==> config.mk <==
export PLATFORM = sky130hd
export DESIGN_NAME = conv_encoder_flat
export DESIGN_NICKNAME = d
export VERILOG_FILES = /design/src/rtl/conv_encoder_if.sv /design/src/rtl/conv_encoder.sv /design/src/flat_wrapper.sv
export SDC_FILE = /design/constraint.sdc
export NUM_CORES = 1
export LEC_CHECK = 0
export BUFFER_PORTS_ARGS = -buffer_cell sky130_fd_sc_hd__buf_2
export CAP_MARGIN = 40
export CORE_AREA = 2 2 39 41
export CTS_BUF_LIST = sky130_fd_sc_hd__clkbuf_8
export DETAILED_ROUTE_END_ITERATION = 12
export DIE_AREA = 0 0 41 43
export PLACE_DENSITY = 0.71
export SYNTH_ARGS = -nofsm -noshare
export SYNTH_HDL_FRONTEND = slang
export SYNTH_SLANG_ARGS = --single-unit
==> constraint.sdc <==
create_clock -name clk_i -period 1.2 [get_ports clk_i]
set_input_delay 0.24 -clock clk_i [delete_from_list [all_inputs] [get_ports clk_i]]
set_output_delay 0.24 -clock clk_i [all_outputs]
set_load 0.05 [all_outputs]
==> src/rtl/conv_encoder_if.sv <==
// Symbol stream interface for conv_encoder: input bit stream in, 2-bit
// symbol stream out, both with valid/ready handshakes.
// master: the side that drives bits and consumes symbols (source/sink).
// slave:  the encoder itself.
interface conv_encoder_if;
    logic       in_valid;
    logic       in_bit;
    logic       in_ready;
    logic       out_valid;
    logic [1:0] out_sym;
    logic       out_ready;
    logic       out_last;

    modport master (
        output in_valid,
        output in_bit,
        output out_ready,
        input  in_ready,
        input  out_valid,
        input  out_sym,
        input  out_last
    );

    modport slave (
        input  in_valid,
        input  in_bit,
        input  out_ready,
        output in_ready,
        output out_valid,
        output out_sym,
        output out_last
    );
endinterface

==> src/rtl/conv_encoder.sv <==
// Rate-1/2, K=4 (8-state) convolutional encoder with frame termination.
//
// Optional feature macro: CONV_ENC_TAIL_EN
//   defined     - each frame is followed by three zero-tail symbols that
//                 flush the encoder back to state 0; out_last marks the
//                 third tail symbol.
//   not defined - no tail; out_last marks the symbol of the last data bit
//                 and the shift register is truncated to 0 in that cycle.
//
// state | meaning
// ------+-----------------------------------------------------------
// IDLE  | held off by enable=0 (or just out of reset); sr and count are 0
// DATA  | accepting data bits, one symbol per accepted bit
// TAIL  | emitting the three zero-input flush symbols (tail build only)
module conv_encoder #(
    parameter int unsigned FRAME_LEN = 8,
    parameter logic [3:0]  G0        = 4'b1101,
    parameter logic [3:0]  G1        = 4'b1111
) (
    input  logic          clk_i,
    input  logic          rst_ni,
    input  logic          enable_i,
    output logic          busy_o,
    conv_encoder_if.slave bus
);

    localparam int unsigned CNT_W = (FRAME_LEN > 1) ? $clog2(FRAME_LEN) : 1;
    localparam logic [CNT_W-1:0] CNT_LAST = CNT_W'(FRAME_LEN - 1);

`ifdef CONV_ENC_TAIL_EN
    typedef enum logic [1:0] {
        S_IDLE = 2'd0,
        S_DATA = 2'd1,
        S_TAIL = 2'd2
    } state_t;
`else
    typedef enum logic [1:0] {
        S_IDLE = 2'd0,
        S_DATA = 2'd1
    } state_t;
`endif

    state_t           state_q;
    logic [2:0]       sr_q;
    logic [CNT_W-1:0] cnt_q;
`ifdef CONV_ENC_TAIL_EN
    logic [1:0]       tail_q;
`endif
    logic             out_valid_q;
    logic [1:0]       out_sym_q;
    logic             out_last_q;

    logic             adv_d;
    logic             accept_d;
    logic [1:0]       sym_data_d;
    logic [1:0]       sym_tail_d;
    logic [2:0]       sr_data_d;

    // Tap vector is {b, sr[0], sr[1], sr[2]}; generator bit 3 taps b.
    function automatic logic [1:0] encode(input logic b, input logic [2:0] sr);
        logic [3:0] taps;
        taps   = {b, sr[0], sr[1], sr[2]};
        encode = {^(G1 & taps), ^(G0 & taps)};
    endfunction

    // Output register is free when empty or being consumed this cycle.
    assign adv_d    = !out_valid_q || bus.out_ready;
    assign accept_d = (state_q == S_DATA) && adv_d && bus.in_valid;

    // Candidate symbols and shift-register update for data and tail encodes.
    always_comb begin
        sym_data_d = encode(bus.in_bit, sr_q);
        sym_tail_d = encode(1'b0, sr_q);
        sr_data_d  = {sr_q[1:0], bus.in_bit};
    end

    // Frame FSM together with the shift register, counters and output stage.
    always_ff @(posedge clk_i or negedge rst_ni) begin
        if (!rst_ni) begin
            state_q     <= S_IDLE;
            sr_q        <= '0;
            cnt_q       <= '0;
`ifdef CONV_ENC_TAIL_EN
            tail_q      <= '0;
`endif
            out_valid_q <= 1'b0;
            out_sym_q   <= 2'b00;
            out_last_q  <= 1'b0;
        end else if (!enable_i) begin
            // Abort: the partial frame is dropped, including a pending symbol.
            state_q     <= S_IDLE;
            sr_q        <= '0;
            cnt_q       <= '0;
`ifdef CONV_ENC_TAIL_EN
            tail_q      <= '0;
`endif
            out_valid_q <= 1'b0;
            out_last_q  <= 1'b0;
        end else begin
            case (state_q)
                S_IDLE: begin
                    sr_q    <= '0;
                    cnt_q   <= '0;
                    state_q <= S_DATA;
                end

                S_DATA: begin
                    if (accept_d) begin
                        out_valid_q <= 1'b1;
                        out_sym_q   <= sym_data_d;
                        if (cnt_q == CNT_LAST) begin
                            cnt_q <= '0;
`ifdef CONV_ENC_TAIL_EN
                            out_last_q <= 1'b0;
                            sr_q       <= sr_data_d;
                            state_q    <= S_TAIL;
`else
                            // Truncated frame: next frame restarts from state 0.
                            out_last_q <= 1'b1;
                            sr_q       <= '0;
`endif
                        end else begin
                            cnt_q      <= cnt_q + 1'b1;
                            out_last_q <= 1'b0;
                            sr_q       <= sr_data_d;
                        end
                    end else if (adv_d) begin
                        out_valid_q <= 1'b0;
                        out_last_q  <= 1'b0;
                    end
                end

`ifdef CONV_ENC_TAIL_EN
                S_TAIL: begin
                    if (adv_d) begin
                        out_valid_q <= 1'b1;
                        out_sym_q   <= sym_tail_d;
                        if (tail_q == 2'd2) begin
                            // Three zeros have shifted through, so sr is 0.
                            tail_q     <= '0;
                            sr_q       <= '0;
                            out_last_q <= 1'b1;
                            state_q    <= S_DATA;
                        end else begin
                            tail_q     <= tail_q + 1'b1;
                            sr_q       <= {sr_q[1:0], 1'b0};
                            out_last_q <= 1'b0;
                        end
                    end
                end
`endif

                default: begin
                    state_q <= S_IDLE;
                end
            endcase
        end
    end

    assign bus.in_ready  = (state_q == S_DATA) && adv_d;
    assign bus.out_valid = out_valid_q;
    assign bus.out_sym   = out_sym_q;
    assign bus.out_last  = out_last_q;
    assign busy_o        = (state_q != S_IDLE);

endmodule

==> src/flat_wrapper.sv <==
// flat-port wrapper written by rule: the top's interface ports become plain ports
module conv_encoder_flat 
#(
    parameter int unsigned FRAME_LEN = 8,
    parameter logic [3:0]  G0        = 4'b1101,
    parameter logic [3:0]  G1        = 4'b1111
)
  (clk_i, rst_ni, enable_i, busy_o, bus_in_valid, bus_in_bit, bus_out_ready, bus_in_ready, bus_out_valid, bus_out_sym, bus_out_last);
  conv_encoder_if bus_i ();
  input  logic clk_i;
  input  logic rst_ni;
  input  logic enable_i;
  output logic busy_o;
  input wire logic [$bits(bus_i.in_valid)-1:0] bus_in_valid;
  input wire logic [$bits(bus_i.in_bit)-1:0] bus_in_bit;
  input wire logic [$bits(bus_i.out_ready)-1:0] bus_out_ready;
  output wire logic [$bits(bus_i.in_ready)-1:0] bus_in_ready;
  output wire logic [$bits(bus_i.out_valid)-1:0] bus_out_valid;
  output wire logic [$bits(bus_i.out_sym)-1:0] bus_out_sym;
  output wire logic [$bits(bus_i.out_last)-1:0] bus_out_last;
  assign bus_i.in_valid = bus_in_valid;
  assign bus_i.in_bit = bus_in_bit;
  assign bus_i.out_ready = bus_out_ready;
  assign bus_in_ready = bus_i.in_ready;
  assign bus_out_valid = bus_i.out_valid;
  assign bus_out_sym = bus_i.out_sym;
  assign bus_out_last = bus_i.out_last;
  conv_encoder #(.FRAME_LEN(FRAME_LEN), .G0(G0), .G1(G1)) u_core (.clk_i(clk_i), .rst_ni(rst_ni), .enable_i(enable_i), .busy_o(busy_o), .bus(bus_i));
endmodule
[Yosys cells after proc, flatten, opt, wreduce, memory -nomap -nowiden]
Cells that the tools add are included.
Cells by class
  add/sub/neg operators: 1
  eq/ne operators: 7
  multiplexer cells: 18
  reduce and logical (&&, ||, !) cells: 11
Operator list (count)
  two-way mux 3 bit: 6
  one-hot mux 3 bit (2 select lines): 2
  two-way mux 1 bit: 8
  parity 4 bit: 2
  inequality test 3 x 1 -> 1 bit, second input constant: 2
  one-hot mux 2 bit (2 select lines): 1
  AND reduction 2 bit: 2
  adder 3 x 1 -> 3 bit, second input constant: 1
  == test 3 bit, second input constant: 1
  inequality test 3 x 2 -> 1 bit, second input constant: 1
  AND reduction 3 bit: 1
  == test 2 x 1 -> 1 bit, second input constant: 1
  logical AND 1 bit: 2
  logical NOT 2 bit: 1
  two-way mux 2 bit: 1
  inequality test 2 x 1 -> 1 bit, second input constant: 1
  inequality test 2 bit, second input constant: 1
  nonzero test 2 bit: 1
  logical NOT 1 bit: 1
  logical OR 1 bit: 1
Word-level totals
  register bits after elaboration: 12
  input bits: 6
  output and inout bits: 6
  word-level logic and storage cells: 43

[Depth between registers and ports, before layout]
  word-level depth: 7
  mapped depth: 4

[Worst setup path after synthesis]
OpenSTA, ideal clock, no wires.
  path type: register -> register
  start: register u_core.out_valid_q (netlist: u_core.bus.out_valid)
  end: register u_core.out_valid_q (netlist: u_core.bus.out_valid)
  arrival: 1.609 ns
  data required time: 1.043 ns
  setup slack: -0.566 ns
  cell stages (with the launch flop): 4
  cells stage by stage: dfrtp_1 nor2b_4 nor2_1 o21bai_1
Between the ends
  cells in the longest elaborated chain, start to end: 7
  elaborated cells between the ends (all ways): 9
  classes of those cells: eq/ne (1); mux (3); reduce/logical (5)
RTL lines
  start: declaration: RTL line conv_encoder.sv:49  | logic out_valid_q;
  start signal: assignment: RTL line conv_encoder.sv:86  | out_valid_q <= 1'b0;
  start signal: assignment: RTL line conv_encoder.sv:97  | out_valid_q <= 1'b0;
  start signal: assignment: RTL line conv_encoder.sv:109  | out_valid_q <= 1'b1;
  logical NOT 1 bit *: RTL line conv_encoder.sv:67  | assign adv_d = !out_valid_q || bus.out_ready;
  logical OR 1 bit *: RTL line conv_encoder.sv:67
  logical AND 1 bit *
  via bus_in_ready: RTL line flat_wrapper.sv:17  | output wire logic [$bits(bus_i.in_ready)-1:0] bus_in_ready;
  logical AND 1 bit *: RTL line conv_encoder.sv:68  | assign accept_d = (state_q == S_DATA) && adv_d && bus.in_valid;
  two-way mux 1 bit: RTL line conv_encoder.sv:108  | if (accept_d) begin
  two-way mux 1 bit: RTL line conv_encoder.sv:100  | case (state_q)
  two-way mux 1 bit: RTL line conv_encoder.sv:89  | end else if (!enable_i) begin
The timed path passes the listed nets; every way through them passes the cells marked *. The select of a mux whose other input is x is not followed.
A chain may end at the register's enable or synchronous reset.

[Worst setup path in the final report]
  start: register u_core.sr_q[2]
  end: register u_core.out_sym_q[1] (netlist: u_core.bus.out_sym[1])
Between the ends
  cells in the longest elaborated chain, start to end: 1
RTL lines
  start: declaration: RTL line conv_encoder.sv:44  | logic [2:0] sr_q;
  start signal: assignment: RTL line conv_encoder.sv:125  | sr_q <= sr_data_d;
  parity 4 bit: RTL line conv_encoder.sv:63  | encode = {^(G1 & taps), ^(G0 & taps)};
  end signal: assignment: RTL line conv_encoder.sv:110  | out_sym_q <= sym_data_d;
  end: declaration: RTL line conv_encoder.sv:50  | logic [1:0] out_sym_q;
Every way passes these cells.

==> reports/results.txt <==
Rel. slew slack: 80.1%
Worst Path Class, Setup: flip-flop to flip-flop
Biggest fanout along the worst timing path: 2
Port Buffers: 11
Overall fraction of global-route tracks in use: 16.5%
Critical path arrival: 1.40 ns
Synth Flop Type: dfrtp_1
Remaining number of nets flagged by the antenna check after routing: 0
Post-synth ARST share: 100%
Required arrival time at the worst endpoint: 1.32 ns
Final routed wire length divided by cell count: 13.7 um
Outcome: finished with violations
Measured slew at the worst slew-check pin: 0.297 ns
Row cnt: 14
Net Switching: 0.290 mW
Path category of the worst min-delay check: input pin to flip-flop
Post-synthesis instance area: 514 um^2
RSZ-0062 raised after global routing: yes
Pin count of the biggest net entering global routing: 12
Total cell area at the placement stage: 678 um^2
Area of the die: 1760 um^2
Number of antenna violations at the first check in global routing: 0
Height of the die: 43 um
F_max: 781 MHz
Max cap viols: 0
Share of power burned in the clock network: 35.9%
Net Sw Frac: 29.0%
Diodes inserted: 0
Pwr Total: 1.00 mW
Net Count, Synth: 47
Yosys top cell by area: dfrtp_1
Most numerous cell in the Yosys netlist: dfrtp_1
Crit start category: flip-flop
Total wire length after detailed routing: 1110 um
Post-Route Setup TNS: -0.205 ns
H-tree depth: 1
Synth Register Bits: 11
Global placer's final weighted congestion: 0.700
Wire length of the first global-routing pass: 1770 um
Number of warnings issued by yosys: 0
Part of the power in registers: 40.9%
Master cell of the clock root buffer: clkbuf_8
Count of final hold-check violations: 0
Global-route congestion overflow total: 0
Fraction of final layout cells with drive strength greater than 1: 60.0%
Critical Path Sink Type: flip-flop
Initial Utilization: 37.2%
EDFF count, synth: 0
Number of clock buffers inserted by TritonCTS: 3
Combinational share of power: 23.2%
Clock tree from TritonCTS: done
Worst skew pair latency: 0.24 ns
Vias in the first global route: 433
Power density cells: 1250 nW/um^2
Iter 0 DRT Violations: 10
Minimum period implied by the final worst setup slack: 1.28 ns
Commonest cells in the synthesized netlist: dfrtp_1 (11), a22o_1 (4), inv_1 (3)
Per-cell via count in the routed design: 5.12
Int Power: 0.711 mW
Worst-case clock skew: 0.000481 ns
Failing checks: negative setup slack
Overall die width: 41 um
Num Clock Sinks: 11
Maximum ir drop on the vdd rail: 0.000644 V
Final Setup Violations: 6
Detailed placer's ending HPWL: 805 um
Router iterations before antenna repair: 4
Layout overhead on the synthesized area: 55.2%
Synthesized area per cell: 13.2 um^2
Area fraction of the dominant cell type after synthesis: 53.5%
Core area: 1380 um^2
Maximum buffer depth of the clock tree: 2
Core utilization of the finished layout: 57.7%
Leading post-synthesis cells by cell area: dfrtp_1 (54%), a22o_1 (6.8%), ha_1 (4.9%)
Num ports: 12
Smallest hold slack: 0.185 ns
Area of all placed cells without fillers: 798 um^2
Final net count: 74
Clock-pin slew of the registers on the worst-case setup and hold paths: 0.05 ns
Final Slew Violations: 0
Leakage power figure: 0.388 nW
Number of design rule violations left after detail routing: 0
Total via count after detailed routing: 415
Sequential-to-total area share from yosys stat: 53.5%
Cell count after synthesis: 39
Count of distinct cell types in the synthesized netlist: 22
Period Utilization, post-route: 107%
Worst setup slack after layout: -0.0807 ns
==> area by class of cell <==
type / instances / area, um^2
timing repair buffer: 23 / 168
inverter: 3 / 11.3
clock buffer: 3 / 41.3
multi-input combinational: 24 / 277
tap: 16 / 20.0
sequential: 11 / 278
fill: 109 / 586
clock inverter: 1 / 3.75
==> worst max-delay path, cell delays in order (launching register included) <==
cell and delay (ns):
dfrtp_1 0.39, xnor3_2 0.38, xnor2_1 0.14, mux2_4 0.25
==> cell families after synthesis <==
logic type               count (synthesis)  synth area share [%]
AND/OR/NAND/NOR                          8                  11.7
XOR/XNOR                                 2                  6.33
adder cells (fa/ha/maj)                  2                  4.87
AO/OA/AOI/OAI                            9                  13.6
buffers and inverters                    4                  2.92
multiplexers                             3                  7.06
flip-flops                              11                  53.5
==> layout by cell type (no fill, tap or decap), drive strengths merged, types with 2 or more instances in the layout <==
cell and count:
inv 4, ha 2, nand2 2, dfrtp 11, a22o 5, clkbuf 3, buf 22, mux2 2
==> power groups by stage <==
stage                     sequential, mW  combinational (mW)  clock [mW]
final                              0.409               0.233       0.359
after global routing               0.411               0.247       0.393
after CTS                          0.410               0.228       0.369
after detailed placement           0.417               0.210           0
after global placement             0.415               0.206           0
after floorplan                    0.488              0.0725           0
==> worst paths after layout <==
kind	startpoint	to	slack, ns	depth (start not counted)
max	u_core.sr_q[2]	u_core.bus.out_sym[1]	-0.08	3
min	enable_i	u_core.state_q[0]	0.18	1
max reg2reg	u_core.sr_q[2]	u_core.bus.out_sym[1]	-0.08	3
min reg2reg	u_core.bus.out_sym[1]	u_core.bus.out_sym[1]	0.51	1
max in group asynchronous	rst_ni	u_core.state_q[0]	0.59	2
min in group asynchronous	rst_ni	u_core.bus.out_sym[1]	0.40	2
==> metrics by stage <==
step                cells  worst slack (ns)
finish                 81           -0.0807
global placement       71            -0.111
global route           81            -0.109
CTS                    79            -0.110
detailed placement     71            -0.126
floorplan              39            -0.133
==> routing by layer <==
layer | global-route usage (%) | wire length (um) | up-vias
li1 | - | - | 191
met1 | 15.4 | 431 | 206
met2 | 25.9 | 571 | 14
met3 | 6.28 | 58 | 4
met4 | 14.0 | 47 | 0
met5 | 0 | 0 | -
==> flip-flops by register name, summed over array words and instances, names as in the netlist <==
signal	cells
u_core.cnt_q	3
u_core.bus.out_sym	2
u_core.bus.out_valid	1
u_core.state_q	1
u_core.bus.out_last	1
u_core.sr_q	3
==> timing repair <==
| item | CTS | global route |
|---|---|---|
| hold buffers | 1 | 0 |
| endpoints found under the setup margin | 6 | 11 |
| endpoints found under the hold margin | 11 | 0 |
| gates resized for setup | 6 | 2 |
| pin swaps | 2 | 3 |
| setup buffers | 3 | 2 |
| cloned | 0 | 0 |
Note: power is estimated with default switching activity, not from simulation.
